===== src/rtl/seg_disp_pkg.sv =====
// Purpose: shared seven-segment codes for the scanned display (bit7 dp, bits6:0 g..a, active-high).
// Latency: n/a (constants only).
// Backpressure: n/a.
package seg_disp_pkg;

  localparam logic [7:0] SEG_0    = 8'h3F;
  localparam logic [7:0] SEG_1    = 8'h06;
  localparam logic [7:0] SEG_2    = 8'h5B;
  localparam logic [7:0] SEG_3    = 8'h4F;
  localparam logic [7:0] SEG_4    = 8'h66;
  localparam logic [7:0] SEG_5    = 8'h6D;
  localparam logic [7:0] SEG_6    = 8'h7D;
  localparam logic [7:0] SEG_7    = 8'h07;
  localparam logic [7:0] SEG_8    = 8'h7F;
  localparam logic [7:0] SEG_9    = 8'h6F;
  // Non-BCD nibbles show a centre bar so a bad value is visible rather than silent.
  localparam logic [7:0] SEG_DASH = 8'h40;
  localparam logic [7:0] SEG_OFF  = 8'h00;

endpackage : seg_disp_pkg


===== src/rtl/seg7_decode.sv =====
// Purpose: BCD nibble to seven-segment pattern, decimal point always off.
// Latency: combinational, zero cycles.
// Backpressure: none.
module seg7_decode
  import seg_disp_pkg::*;
(
  input  logic [3:0] nibble_i,
  output logic [7:0] seg_o
);

  // Table lookup; 10..15 fall through to the dash pattern.
  always_comb begin
    seg_o = SEG_DASH;
    case (nibble_i)
      4'd0:    seg_o = SEG_0;
      4'd1:    seg_o = SEG_1;
      4'd2:    seg_o = SEG_2;
      4'd3:    seg_o = SEG_3;
      4'd4:    seg_o = SEG_4;
      4'd5:    seg_o = SEG_5;
      4'd6:    seg_o = SEG_6;
      4'd7:    seg_o = SEG_7;
      4'd8:    seg_o = SEG_8;
      4'd9:    seg_o = SEG_9;
      default: seg_o = SEG_DASH;
    endcase
  end

endmodule : seg7_decode


===== src/rtl/seg_scan_display.sv =====
// Purpose: multiplexed seven-segment scanner; frame-coherent snapshot of values/mask/full; optional blink (SEG_BLINK_EN).
// Latency: outputs registered from next-state, so digit 0 reflects inputs sampled on the same edge that starts its frame.
// Backpressure: none; free-running scan, inputs are sampled once per frame.
module seg_scan_display
  import seg_disp_pkg::*;
#(
  parameter int NUM_DIGITS = 4,
  parameter int DWELL      = 1,
  parameter int BLINK_HALF = 250
) (
  input  logic                      clk_500Hz,
  input  logic                      reset,
  input  logic [4*NUM_DIGITS-1:0]   values,
  input  logic [NUM_DIGITS-1:0]     blank_mask,
  input  logic                      full,
  output logic [NUM_DIGITS-1:0]     SEG_SEL,
  output logic [7:0]                SEG_DATA,
  output logic                      frame_start
);

  localparam int IDX_W  = (NUM_DIGITS > 1) ? $clog2(NUM_DIGITS) : 1;
  localparam int DCNT_W = (DWELL > 1) ? $clog2(DWELL) : 1;
  localparam logic [IDX_W-1:0]  IDX_LAST  = IDX_W'(NUM_DIGITS - 1);
  localparam logic [DCNT_W-1:0] DCNT_LAST = DCNT_W'(DWELL - 1);

  logic [IDX_W-1:0]          idx_q, idx_d;
  logic [DCNT_W-1:0]         dcnt_q, dcnt_d;
  logic [4*NUM_DIGITS-1:0]   snap_vals_q, snap_vals_d;
  logic [NUM_DIGITS-1:0]     snap_mask_q, snap_mask_d;
  logic                      snap_full_q, snap_full_d;
  logic [NUM_DIGITS-1:0]     sel_q, sel_d;
  logic [7:0]                data_q, data_d;
  logic                      frame_start_q, frame_start_d;

  logic                      dwell_wrap;
  logic [3:0]                nibble;
  logic                      digit_blank;
  logic [NUM_DIGITS-1:0]     onehot;
  logic [7:0]                seg_pat;
  logic                      blink_off;

  // Scan position: dwell counter rolls first, digit index advances on its wrap.
  always_comb begin
    dwell_wrap    = (dcnt_q == DCNT_LAST);
    dcnt_d        = dwell_wrap ? '0 : dcnt_q + 1'b1;
    idx_d         = idx_q;
    if (dwell_wrap) begin
      idx_d = (idx_q == IDX_LAST) ? '0 : idx_q + 1'b1;
    end
    frame_start_d = dwell_wrap && (idx_q == IDX_LAST);
  end

  // Snapshot is taken as the frame begins so digit 0 already sees the new inputs.
  always_comb begin
    snap_vals_d = frame_start_d ? values     : snap_vals_q;
    snap_mask_d = frame_start_d ? blank_mask : snap_mask_q;
    snap_full_d = frame_start_d ? full       : snap_full_q;
  end

  // Select the nibble, blank bit and enable line for the upcoming digit.
  always_comb begin
    nibble      = 4'd0;
    digit_blank = 1'b0;
    onehot      = '0;
    for (int i = 0; i < NUM_DIGITS; i++) begin
      if (idx_d == IDX_W'(i)) begin
        nibble      = snap_vals_d[4*i +: 4];
        digit_blank = snap_mask_d[i];
        onehot[i]   = 1'b1;
      end
    end
  end

  seg7_decode u_decode (
    .nibble_i (nibble),
    .seg_o    (seg_pat)
  );

`ifdef SEG_BLINK_EN
  localparam int BCNT_W = (BLINK_HALF > 1) ? $clog2(BLINK_HALF) : 1;
  localparam logic [BCNT_W-1:0] BCNT_LAST = BCNT_W'(BLINK_HALF - 1);

  logic [BCNT_W-1:0] bcnt_q, bcnt_d;
  logic              phase_on_q, phase_on_d;

  // Free-running half-period counter; phase flips each time it wraps.
  always_comb begin
    bcnt_d     = (bcnt_q == BCNT_LAST) ? '0 : bcnt_q + 1'b1;
    phase_on_d = (bcnt_q == BCNT_LAST) ? ~phase_on_q : phase_on_q;
    blink_off  = snap_full_d && !phase_on_d;
  end

  // Blink state starts in the lit phase after reset.
  always_ff @(posedge clk_500Hz or negedge reset) begin
    if (!reset) begin
      bcnt_q     <= '0;
      phase_on_q <= 1'b1;
    end else begin
      bcnt_q     <= bcnt_d;
      phase_on_q <= phase_on_d;
    end
  end
`else
  // Without blinking the full flag has no effect; keep it visibly consumed.
  logic full_unused;
  logic snap_full_unused;
  assign full_unused      = full;
  assign snap_full_unused = snap_full_d;
  assign blink_off        = 1'b0;
`endif

  // Blanked digits and the blink-off phase both dark the slot but keep scanning.
  always_comb begin
    sel_d  = onehot;
    data_d = seg_pat;
    if (digit_blank || blink_off) begin
      sel_d  = '0;
      data_d = SEG_OFF;
    end
  end

  // State and output registers; reset parks the scan on the last slot so the first edge starts a frame.
  always_ff @(posedge clk_500Hz or negedge reset) begin
    if (!reset) begin
      idx_q         <= IDX_LAST;
      dcnt_q        <= DCNT_LAST;
      snap_vals_q   <= '0;
      snap_mask_q   <= '0;
      snap_full_q   <= 1'b0;
      sel_q         <= '0;
      data_q        <= SEG_OFF;
      frame_start_q <= 1'b0;
    end else begin
      idx_q         <= idx_d;
      dcnt_q        <= dcnt_d;
      snap_vals_q   <= snap_vals_d;
      snap_mask_q   <= snap_mask_d;
      snap_full_q   <= snap_full_d;
      sel_q         <= sel_d;
      data_q        <= data_d;
      frame_start_q <= frame_start_d;
    end
  end

  assign SEG_SEL     = sel_q;
  assign SEG_DATA    = data_q;
  assign frame_start = frame_start_q;

endmodule : seg_scan_display

===== config.mk =====
export PLATFORM = sky130hd
export DESIGN_NAME = seg_scan_display
export DESIGN_NICKNAME = d
export VERILOG_FILES = /design/src/rtl/seg_disp_pkg.sv /design/src/rtl/seg7_decode.sv /design/src/rtl/seg_scan_display.sv
export SDC_FILE = /design/constraint.sdc
export NUM_CORES = 1
export LEC_CHECK = 0
export ABC_AREA = 1
export CORE_ASPECT_RATIO = 1.1
export CORE_MARGIN = 2
export CORE_UTILIZATION = 44
export CTS_CLUSTER_DIAMETER = 100
export DETAILED_ROUTE_END_ITERATION = 10
export PLACE_DENSITY_LB_ADDON = 0.25
export RECOVER_POWER = 100
export SYNTH_ARGS = -nofsm -noshare
export SYNTH_HDL_FRONTEND = slang
export SYNTH_SLANG_ARGS = --single-unit

===== constraint.sdc =====
create_clock -name clk_500Hz -period 2.12 [get_ports clk_500Hz]
set_input_delay 0.212 -clock clk_500Hz [delete_from_list [all_inputs] [get_ports clk_500Hz]]
set_output_delay 0.212 -clock clk_500Hz [all_outputs]
set_load 0.01 [all_outputs]

# --- Yosys cells after proc, flatten, opt, wreduce, memory -nomap -nowiden ---
# Memory sizes are Yosys's and may differ from the RTL's.
# Index checks and enable logic that the tools add are counted.
op_classes:
  add_sub_neg: 2
  n_eq_ne: 4
  n_mux: 19
  n_bitwise: 1
  n_reduce_logical: 2
ops:
  columns: ["cell", "count"]
  rows:
  - ["4-bit two-way mux", 6]
  - ["16-bit two-way mux", 1]
  - ["1-bit two-way mux", 9]
  - ["8-bit two-way mux", 1]
  - ["2-bit equality test, second input constant", 3]
  - ["2-bit two-way mux", 2]
  - ["2-bit by 1-bit adder with 2-bit output, second input constant", 1]
  - ["2-bit by 1-bit equality test with 1-bit output, second input constant", 1]
  - ["2-bit zero test", 1]
  - ["1-bit adder, second input constant", 1]
  - ["1-bit logical AND", 1]
  - ["1-bit NOT", 1]
totals:
  regBits: 36
  mem_bits_ro: 112
  input_bits: 23
  output_inout_bits: 13
  wordCells: 36
  memories: 1
memory_table:
  columns: ["name", "depth", "word_bits", "read_ports", "rd_ports_with_merged_regs", "write_ports", "line_no", "source"]
  rows:
  - ["(name not given)", 16, 7, 1, 0, 0, "seg7_decode.sv:14", "case (nibble_i)"]

# --- Logic depth before layout (Yosys ltp) ---
# Gate-level depths: netlist of run 1.
# An unclocked memory read counts as a cell.
depth:
  word_depth: 10
  ltp_mapped: 17
  ltp_nobuf: 14

# --- By module ---
# Synthesis of run 1 repeated with hierarchy kept, for this count alone.
hier_totals:
  hier_cells: 192
  hier_area_um2: 1582.8
by_module_without_submodules:
  columns: ["module", "n_inst", "cells_per_inst", "area_per_inst_um2", "seq_area_each_um2"]
  rows:
  - ["seg_scan_display", 1, 150, 1358.8, 753.2]
  - ["seg7_decode", 1, 42, 224.0, 0.0]

# --- Worst setup path after synthesis of run 1 ---
# No wires, ideal clock.
synth_timing:
  kind: "register -> register"
  start: "reg idx_q[0]"
  end: "reg data_q[5], in the netlist SEG_DATA[5]"
  setup_ps: 71
  arrival_time_ps: 1971
  required_ps: 2049
  slack_ps: 78
  stages_incl_launch_ff: 18
  n_path_buf: 3
  period_less_slack_ps: 2042
  cell_sequence: "dfstp_2 -> ha_1 -> buf_6 -> inv_4 -> buf_6 -> buf_6 -> nand2_4 -> nand2_2 -> a21oi_2 -> nand2_1 -> nand2_2 -> inv_1 -> ha_1 -> inv_1 -> nand3_1 -> nand2_1 -> nor2_1 -> nor2_1"
synth_between:
  word_cells_on_any_way: 21
  classes_between: "add/sub: 1; eq/ne: 4; mux: 13; reduce/logical: 2; memory: 1"
synth_lines:
  columns: ["element", "line_no", "source"]
  rows:
  - ["start, declared", "seg_scan_display.sv:26", "logic [IDX_W-1:0] idx_q, idx_d;"]
  - ["start signal, assigned", "seg_scan_display.sv:134", "idx_q <= idx_d;"]
  - ["2-bit equality test", "seg_scan_display.sv:50", "frame_start_d = dwell_wrap && (idx_q == IDX_LAST);"]
  - ["1-bit logical AND", "seg_scan_display.sv:50", null]
  - ["net frame_start_d", "seg_scan_display.sv:33", "logic frame_start_q, frame_start_d;"]
  - ["16-bit two-way mux", "seg_scan_display.sv:55", "snap_vals_d = frame_start_d ? values : snap_vals_q;"]
  - ["net snap_vals_d[8]", "seg_scan_display.sv:28", "logic [4*NUM_DIGITS-1:0] snap_vals_q, snap_vals_d;"]
  - ["4-bit two-way mux (2 in a row)", "seg_scan_display.sv:66", "if (idx_d == IDX_W'(i)) begin"]
  - ["memory read 16 x 7 bit", null, null]
  - ["8-bit two-way mux", "seg_scan_display.sv:116", "if (digit_blank || blink_off) begin"]
  - ["net data_d[5]", "seg_scan_display.sv:32", "logic [7:0] data_q, data_d;"]
  - ["end signal, assigned", "seg_scan_display.sv:140", "data_q <= data_d;"]
  - ["end, declared", "seg_scan_display.sv:32", null]
# The timed path passes the listed nets, and every way through them passes these cells.

# --- Final worst setup path of run 1 ---
layout_timing:
  start: "reg idx_q[0]"
  end: "reg data_q[6], in the netlist SEG_DATA[6]"
layout_between:
  word_cells_on_any_way: 21
  classes_between: "add/sub: 1; eq/ne: 4; mux: 13; reduce/logical: 2; memory: 1"
layout_lines:
  columns: ["element", "line_no"]
  rows:
  - ["2-bit equality test (*)", "seg_scan_display.sv:50"]
  - ["1-bit logical AND (*)", "seg_scan_display.sv:50"]
  - ["net frame_start_d", "seg_scan_display.sv:33"]
  - ["16-bit two-way mux", "seg_scan_display.sv:55"]
  - ["4-bit two-way mux (4 in a row)", "seg_scan_display.sv:66"]
  - ["memory read 16 x 7 bit", null]
  - ["8-bit two-way mux (*)", "seg_scan_display.sv:116"]
  - ["net data_d[6]", "seg_scan_display.sv:32"]
# The timed path passes the listed nets; every way through them passes the cells marked *.

==> results of run 1 <==
## worst paths after layout
kind	end	cells after the start
setup / recovery	SEG_DATA[6]$_DFF_PN0_	12
max in group asynchronous	snap_vals_q[5]$_DFF_PN0_	2
min in group asynchronous	snap_vals_q[11]$_DFF_PN0_	2
setup reg to reg	SEG_DATA[6]$_DFF_PN0_	12
hold reg to reg	snap_mask_q[3]$_DFF_PN0_	2
hold / removal	snap_vals_q[12]$_DFF_PN0_	3
## power by group through the flow
stage	clock, mW	combinational, mW	sequential (mW)
floorplan	0	0.0597	0.600
global placement	0	0.147	0.594
detailed placement	0	0.152	0.595
CTS	0.401	0.153	0.584
global route	0.427	0.179	0.587
finish	0.391	0.159	0.584
## sequential cells by signal, indices dropped and copies added, names as in the netlist
name         flops
SEG_DATA         7
snap_vals_q     12
idx_q            2
snap_mask_q      3
SEG_SEL          4
frame_start      1
## critical path: cells and delay by family, from the launching register on
kind	cells	cell delay [ns]
buf+inv	2	0.22
compound gates	2	0.21
fa+ha+maj	2	0.37
simple gates	6	0.52
flops	1	0.59
## area by class of cell
| cell class | instances | area share, % |
|---|---|---|
| Sequential cell | 29 | 34.1 |
| Multi-Input combinational cell | 129 | 33.8 |
| Timing Repair Buffer | 50 | 23.0 |
| Clock buffer | 7 | 3.04 |
| Inverter | 16 | 3.04 |
| Tap cell | 48 | 2.81 |
| Clock inverter | 1 | 0.234 |
## stage by stage
stage | setup TNS, ns | std cells | setup slack (ns)
after global routing | -0.0785 | 280 | -0.0291
after detailed placement | -0.250 | 266 | -0.0722
after CTS | 0 | 274 | 0.0536
final | 0 | 280 | 0.0987
after global placement | 0 | 266 | 0.0231
after floorplan | 0 | 182 | 0.0780
## metal layers
metal / GRT usage, % / vias to the layer above / routed length, microns
met3: 5.09 / 8 / 150
met1: 22.8 / 601 / 1420
met2: 31.3 / 29 / 1640
li1: - / 650 / -
met5: 0 / - / 0
met4: 7.50 / 0 / 69
## what timing repair did
action | in CTS | in global routing
endpoints found under the setup margin | 7 | 7
gates resized for setup | 3 | 18
buffers inserted | 0 | 5
cloned | 0 | 1
pin swaps | 0 | 7
## layout by cell type (no fill, tap or decap), drive strengths merged
cell           count
nand2             74
clkdlybuf4s50     32
dfrtp             27
nor2              19
inv               15
buf               15
a21oi             13
ha                10
clkbuf             9
nand3              8
and2               2
dfstp              2
o21ai              2
clkinv             2
conb               1
dlygate4sd3        1
## cell families (layout without fill, tap and decap cells)
group,after synthesis,count (layout),synth area share [%]
AO/OA/AOI/OAI,15,15,6.14
adder cells (fa/ha/maj),10,10,8.18
buffers and inverters,24,74,8.59
flip-flops,29,29,47.6
other,1,1,0.245
AND/OR/NAND/NOR,103,103,29.2
==> flow_metrics.tcl, run 1 <==
set metrics [dict create \
    synth-main-ff-cell "dfrtp_1" \
    max_stage_delay_ns 0.59 \
    combinationalPowerShare_pct 14.0 \
    wl_per_cell_microns 11.7 \
    cap_violations 1 \
    end_kind "register" \
    seq_area_frac_synth_pct 47.6 \
    clock_power_share_pct 34.5 \
    total_switching_power_mw 0.282 \
    hold_viol_final 0 \
    slowest_stage "dfstp_2" \
    whs_ns 0.422 \
    power_mw 1.13 \
    dp_hpwl_mm 2.31 \
    multi_input_area_sq_um 723 \
    synth_edf_count 0 \
    worstPathCellList "ha_4 > buf_6 > nand2_1 > a21oi_1 > nand2_1 > nand2_1 > nand2_2 > inv_2 > ha_1 > nand3_1 > nand2_1 > a21oi_1" \
    wirelength_mm 3.28 \
    drtIter0Drc 22 \
    yosysMostFrequentCell "nand2_1" \
    power-per-cell-area_mw_per_mm2 531 \
    die_x_microns 60.2 \
    grt_remaining_overflow 0 \
    syn_to_final_growth_pct 39.8 \
    setup_viol 0 \
    numClockSinks 29 \
    htreeDepth 2 \
    synth_area_per_cell_sq_um 8.40 \
    worst_slew_pin_slew_ns 1.55 \
    crit_path_start "idx_q[0]$_DFF_PN1_" \
    switching_share_pct 24.8 \
    required_ns 2.33 \
    final.min_clock_period_ns 2.02 \
    cp_common_cell "nand2_1" \
    cts_hold_buf 0 \
    reg2reg_slack_ns 0.1 \
    hp-class "in -> reg" \
    grt_max_degree 30 \
    status "complete, but fails checks" \
    dpl_cell_area_sq_mm 0.00193 \
    critPathMaxFanout 6 \
    yosysWarnings 0 \
    dieArea_sq_mm 0.00396 \
    worstSetupPathType "reg -> reg" \
    rsz0062_at_grt "yes" \
    drive_gt1_share_pct 25.4 \
    io_pins 36 \
    leakage_nw 1.02 \
    synthTopCellsByCount "60 x nand2_1, 27 x dfrtp_1, 19 x nor2_1" \
    stdcell_area_sq_mm 0.00214 \
    synth_area_leaders "dfrtp_1 44%, nand2_1 15%, ha_1 8.2%" \
    crit_path_start_kind "register" \
    relSlewSlack_pct -3.52 \
    first_pass_iters 6 \
    ys_ff_latch 29 \
    seqPwrFrac_pct 51.5 \
    cts_tree "done" \
    fillers 288 \
    synthesis.instances 182 \
    grt_pass1_vias 1293 \
    clock_latency_ns 0.34 \
    antenna_found_initial 0 \
    grt_usage_pct 18.8 \
    path_clk_slew_ns 0.11 \
    antenna_cells 0 \
    drt.antenna.violating_nets 0 \
    num_rows 22 \
    drc_errors 0 \
    port_buffers 33 \
    yosysTopAreaCellShare_pct 44.2 \
    grt_first_pass_wirelength_mm 5.54 \
    core_area_sq_mm 0.00333 \
    cts_buffers 5 \
    r2r_start "idx_q[0]$_DFF_PN1_" \
    vdd_drop_max_mv 0.373 \
    violations "capacitance limit, slew limit" \
    via_per_inst 4.60 \
    cts_buffer_depth 2 \
    gp_congestion 0.864 \
    synth.cell_area_sq_mm 0.00153 \
    die_y_microns 65.8 \
    fin_crit_sh_pct 95.3 \
    cts-root-buf "clkbuf_4" \
    num_vias 1288 \
    synth_top_area_cell "dfrtp_1" \
    async_flop_share_pct 100 \
    start_util_pct 45.9 \
    fin_skew_ns 0.0200 \
    register_area_sq_um 728 \
    fin_nets 264 \
    p_int_mw 0.853 \
    fmax_mhz 495 \
    worstPathArrival_ns 2.23 \
    syn-num-nets 215 \
    synth_cell_types 21 \
    fin_util_pct 64.2 \
    min_from "values[12]" \
    finalMaxSlewViolations 30 \
]
No activity file was read; power rests on OpenSTA's default activity.
==> run 2: changes to the inputs <==
CORE_ASPECT_RATIO = 0.9   (was 1.1)
==> run 2 against run 1 <==
The run still ends with capacitance limit, slew limit left. Combinational power fell by 10%. Register-to-register slack gained 0.03 ns. Clock power up 10%. Core utilization shrank 2.9 points. Via count fell by 1.7%. Sequential cell count is the same.
==> flow_metrics.tcl, run 2 (synthesized netlist as in run 1, its figures left out) <==
set metrics [dict create \
    antenna_found_initial 0 \
    cts_tree "done" \
    fin_skew_ns 0.00271 \
    drc_errors 0 \
    setup_viol 0 \
    htreeDepth 2 \
    fin_util_pct 61.2 \
    finalMaxSlewViolations 30 \
    total_switching_power_mw 0.281 \
    clock_latency_ns 0.28 \
    cts-root-buf "clkbuf_8" \
    num_rows 20 \
    end_kind "register" \
    first_pass_iters 4 \
    drive_gt1_share_pct 20.6 \
    grt_remaining_overflow 0 \
    worstPathArrival_ns 2.16 \
    layout_commonest_cell "nand2_1" \
    clock_power_share_pct 37.1 \
    whs_ns 0.465 \
    required_ns 2.29 \
    start_util_pct 45.6 \
    die_y_microns 59.9 \
    fillers 302 \
    path_clk_slew_ns 0.06 \
    final.min_clock_period_ns 1.99 \
    critPathMaxFanout 5 \
    status "complete, but fails checks" \
    io_pins 36 \
    violations "capacitance limit, slew limit" \
    relSlewSlack_pct -2.87 \
    hp-class "reg -> reg" \
    drtIter0Drc 63 \
    power-per-cell-area_mw_per_mm2 565 \
    cap_violations 1 \
    num_vias 1266 \
    fmax_mhz 503 \
    p_int_mw 0.878 \
    largest_register_ffs 12 \
    switching_share_pct 24.2 \
    power_mw 1.16 \
    wl_per_cell_microns 11.4 \
    antenna_cells 0 \
    combinationalPowerShare_pct 12.4 \
    grt_pass1_vias 1214 \
    grt_first_pass_wirelength_mm 5.24 \
    rsz0062_at_grt "no" \
    leakage_nw 1.01 \
    seqPwrFrac_pct 50.5 \
    layout_common_cells "61 x nand2_1, 27 x dfrtp_1, 20 x clkdlybuf4s50_1" \
    drt.antenna.violating_nets 0 \
    dp_hpwl_mm 2.17 \
    gp_congestion 0.845 \
    grt_max_degree 30 \
    numClockSinks 29 \
    dpl_cell_area_sq_mm 0.00189 \
    cts_buffers 5 \
    dieArea_sq_mm 0.00396 \
    grt_usage_pct 17.8 \
    fin_crit_sh_pct 93.8 \
    worst_slew_pin_slew_ns 1.54 \
    vdd_drop_max_mv 0.351 \
    via_per_inst 4.65 \
    fin_nets 260 \
    core_area_sq_mm 0.00335 \
    crit_path_start_kind "register" \
    die_x_microns 66.1 \
    worstSetupPathType "reg -> reg" \
    cts_buffer_depth 2 \
    regMostFlops "snap_vals_q" \
    wirelength_mm 3.11 \
    stdcell_area_sq_mm 0.00205 \
    port_buffers 33 \
    hold_viol_final 0 \
    syn_to_final_growth_pct 34.3 \
]
run 2: area by class of cell:
class	instances	area [sq um]	share of cell area (%)
Sequential cell	29	728	35.5
Multi-Input combinational cell	129	691	33.6
Timing Repair Buffer	46	432	21.0
Clock buffer	6	72.6	3.53
Inverter	16	65.1	3.17
Tap cell	44	55.1	2.68
Clock inverter	2	10.0	0.488
run 2: what timing repair did:
action	4_1_cts	5_1_grt
setup buffers	0	7
hold buffers	0	0
resized for setup	1	12
endpoints found under the hold margin	0	0
gates cloned	0	0
pin swaps	0	3
endpoints found under the setup margin	2	7
run 2: routing by layer:
metal  GRT usage (%)  vias to the layer above  part of all wire [%]
li1                -                      637                     -
met1            22.2                      594                    44
met5               0                        -                     0
met2            29.9                       28                    49
met3            5.08                        7                   5.1
met4            6.12                        0                   1.4
run 2: power groups by stage:
stage,Sequential [mW],Combinational (mW),Clock [mW]
5_1_grt,0.587,0.163,0.476
3_3_place_gp,0.594,0.143,0
2_1_floorplan,0.600,0.0597,0
4_1_cts,0.586,0.147,0.447
3_5_place_dp,0.596,0.146,0
6_report,0.585,0.143,0.430
run 2: final timing paths:
check                                         startpoint                   endpoint  slack, ns  cells past startpoint
worst max-delay path                  idx_q[0]$_DFF_PN1_      SEG_DATA[3]$_DFF_PN0_       0.13                     12
worst min-delay path            snap_vals_q[5]$_DFF_PN0_   snap_vals_q[5]$_DFF_PN0_       0.47                      2
worst max register to register        idx_q[0]$_DFF_PN1_      SEG_DATA[3]$_DFF_PN0_       0.13                     12
worst min register to register  snap_vals_q[5]$_DFF_PN0_   snap_vals_q[5]$_DFF_PN0_       0.47                      2
max in group asynchronous                          reset  snap_vals_q[14]$_DFF_PN0_       0.38                      2
min in group asynchronous                          reset      SEG_DATA[0]$_DFF_PN0_       0.84                      2
run 2: stage by stage:
stage | worst slack [ns] | instances | TNS (ns)
2_1_floorplan | 0.0780 | 182 | 0
3_3_place_gp | 0.0537 | 257 | 0
3_5_place_dp | -0.00710 | 257 | -0.0128
4_1_cts | 0.00555 | 265 | 0
5_1_grt | 0.00208 | 272 | 0
6_report | 0.130 | 272 | 0
run 2: critical path, cell delays in order, from the launching register on:
cell	delay, ns
dfstp_2	0.57
inv_1	0.07
ha_1	0.22
buf_4	0.16
nand3_1	0.07
nand2_1	0.06
nand2_1	0.08
nand2_2	0.09
ha_1	0.31
inv_1	0.07
nor2_2	0.04
nor2_1	0.09
nor2_1	0.05
==> run 3: changes to the inputs <==
CTS_BUF_LIST = sky130_fd_sc_hd__clkbuf_16   (was unset)
TNS_END_PERCENT = 1   (was unset)
==> run 3 against run 2 <==
The flow still finishes with violations (capacitance limit, slew limit). Core utilization rose by 1.4 points. Sequential share of layout area decreased by 0.80 points. Cell count shrank 0.74%. Via count down 1.7%. Maximum frequency decreased by 1.5%. Sequential power about the same. Power is 21% higher.
==> flow_metrics.tcl, run 3 (synthesized netlist as in run 1, its figures left out) <==
set metrics [dict create \
    wl_per_cell_microns 12.2 \
    r2r_cells 14 \
    fin_crit_sh_pct 95.3 \
    cap_violations 1 \
    dp_cells 257 \
    r2r_end "SEG_DATA[5]$_DFF_PN0_" \
    cp.depth 14 \
    die_y_microns 59.9 \
    drive_gt1_share_pct 20.4 \
    cts_buffers 5 \
    relSlewSlack_pct -3.93 \
    grt_first_pass_wirelength_mm 5.44 \
    whs_ns 0.466 \
    fillers 300 \
    violations "capacitance limit, slew limit" \
    path_clk_slew_ns 0.05 \
    fin_util_pct 62.6 \
    cts_tree "done" \
    critPathBufInv 3 \
    start_util_pct 45.6 \
    worstPathArrival_ns 2.19 \
    dp_hpwl_mm 2.17 \
    slowest_stage "dfstp_2" \
    finalMaxSlewViolations 30 \
    leakage_nw 1.01 \
    fin_skew_ns 0.00354 \
    worst_slew_pin_slew_ns 1.56 \
    cts_buffer_depth 2 \
    via_per_inst 4.61 \
    required_ns 2.29 \
    regMostFlops "snap_vals_q" \
    rsz0062_at_grt "yes" \
    layout_commonest_cell "nand2_1" \
    finalSetupTns_ns 0 \
    max_stage_delay_ns 0.57 \
    grt_usage_pct 18.6 \
    grt_max_degree 30 \
    hold_viol_final 0 \
    min_to "snap_vals_q[7]$_DFF_PN0_" \
    wl_met1_mm 1.43 \
    r2r_start "idx_q[0]$_DFF_PN1_" \
    antenna_found_initial 0 \
    numClockSinks 29 \
    end_kind "register" \
    dieArea_sq_mm 0.00396 \
    wl_met2_mm 1.65 \
    drtIter0Drc 59 \
    multi_input_area_sq_um 693 \
    port_buffers 33 \
    antenna_cells 0 \
    first_pass_iters 4 \
    gp_congestion 0.845 \
    highest_layer "met4" \
    worstSetupPathType "reg -> reg" \
    num_vias 1244 \
    fmax_mhz 495 \
    crit_path_start_kind "register" \
    fin_nets 258 \
    worstHoldPathCells 2 \
    power-per-cell-area_mw_per_mm2 667 \
    layout_common_cells "60 x nand2_1, 33 x clkdlybuf4s50_1, 27 x dfrtp_1" \
    wirelength_mm 3.29 \
    drt.antenna.violating_nets 0 \
    reg2reg_slack_ns 0.1 \
    min_from "snap_vals_q[7]$_DFF_PN0_" \
    critPathMaxFanout 14 \
    cts-root-buf "clkbuf_16" \
    grt_remaining_overflow 0 \
    worstPathCellList "ha_4 > buf_8 > nand2_1 > a21oi_1 > nand2_1 > nand2_1 > nand2_2 > inv_1 > ha_1 > inv_1 > nand3_1 > nand2_1 > nor2_1 > nor2_1" \
    grt_pass1_vias 1232 \
    die_x_microns 66.1 \
    setup_viol 0 \
    drc_errors 0 \
    largest_register_ffs 12 \
    core_area_sq_mm 0.00335 \
    hp-class "reg -> reg" \
    vdd_drop_max_mv 0.454 \
    status "complete, but fails checks" \
    critPathTopFamily "simple AND/OR/NAND/NOR gates" \
    final.min_clock_period_ns 2.02 \
    register_area_sq_um 728 \
    io_pins 36 \
    clock_latency_ns 0.27 \
    dr_wl_met3_microns 174 \
    stdcell_count 270 \
    num_rows 20 \
    syn_to_final_growth_pct 37.4 \
    htreeDepth 2 \
    cp_common_cell "nand2_1" \
]
-- run 3: where the power goes --
group / total (mW) / internal (mW) / switching, mW
sequential: 0.587 / 0.579 / 0.00775
clock: 0.663 / 0.425 / 0.238
combinational: 0.151 / 0.0792 / 0.0723
total: 1.40 / 1.08 / 0.318
-- run 3: what timing repair did --
action / CTS / global route
hold buffers: 0 / 0
setup buffers: 0 / 5
pin swaps: 0 / 4
endpoints found under the hold margin: 0 / 0
gates cloned: 0 / 0
setup endpoints to repair: 3 / 7
resized for setup: 2 / 10
-- run 3: metal layers --
| layer | vias to the layer above | GRT usage (%) |
|---|---|---|
| li1 | 635 | - |
| met1 | 574 | 23.1 |
| met2 | 30 | 31.3 |
| met3 | 5 | 5.65 |
| met4 | 0 | 6.12 |
| met5 | - | 0 |
-- run 3: final cells by class --
class	count	area share, %
clock inverters	3	0.655
repair buffers	44	20.0
flip-flops and latches	29	34.7
well taps	44	2.62
multi-input cells	129	33.0
inverters	16	3.10
clock buffers	5	5.96
-- run 3: worst max path at each step --
stage                                   from                    end  slack, ns
final                     idx_q[0]$_DFF_PN1_  SEG_DATA[5]$_DFF_PN0_        0.1
after global routing      idx_q[1]$_DFF_PN1_  SEG_DATA[5]$_DFF_PN0_      -0.05
after global placement    idx_q[0]$_DFF_PN1_  SEG_DATA[5]$_DFF_PN0_       0.05
after CTS                 idx_q[0]$_DFF_PN1_  SEG_DATA[4]$_DFF_PN0_       0.03
after floorplan           idx_q[0]$_DFF_PN1_  SEG_DATA[5]$_DFF_PN0_       0.08
after detailed placement  idx_q[0]$_DFF_PN1_  SEG_DATA[3]$_DFF_PN0_     -0.007
-- run 3: worst reg2reg max path: cells and delay by family (launching register included) --
family	cells	cell delay (ns)
compound gates	1	0.13
flops	1	0.57
buf+inv	3	0.30
fa+ha+maj	2	0.33
simple gates	8	0.58
-- run 3: per-stage QoR --
| step | area (sq um) | worst slack [ns] | total power [mW] |
|---|---|---|---|
| after global routing | 2100 | -0.0516 | 1.46 |
| after CTS | 2040 | 0.0318 | 1.41 |
| after global placement | 1890 | 0.0537 | 0.738 |
| final | 2100 | 0.0993 | 1.40 |
| after detailed placement | 1890 | -0.00710 | 0.742 |
| after floorplan | 1530 | 0.0780 | 0.660 |
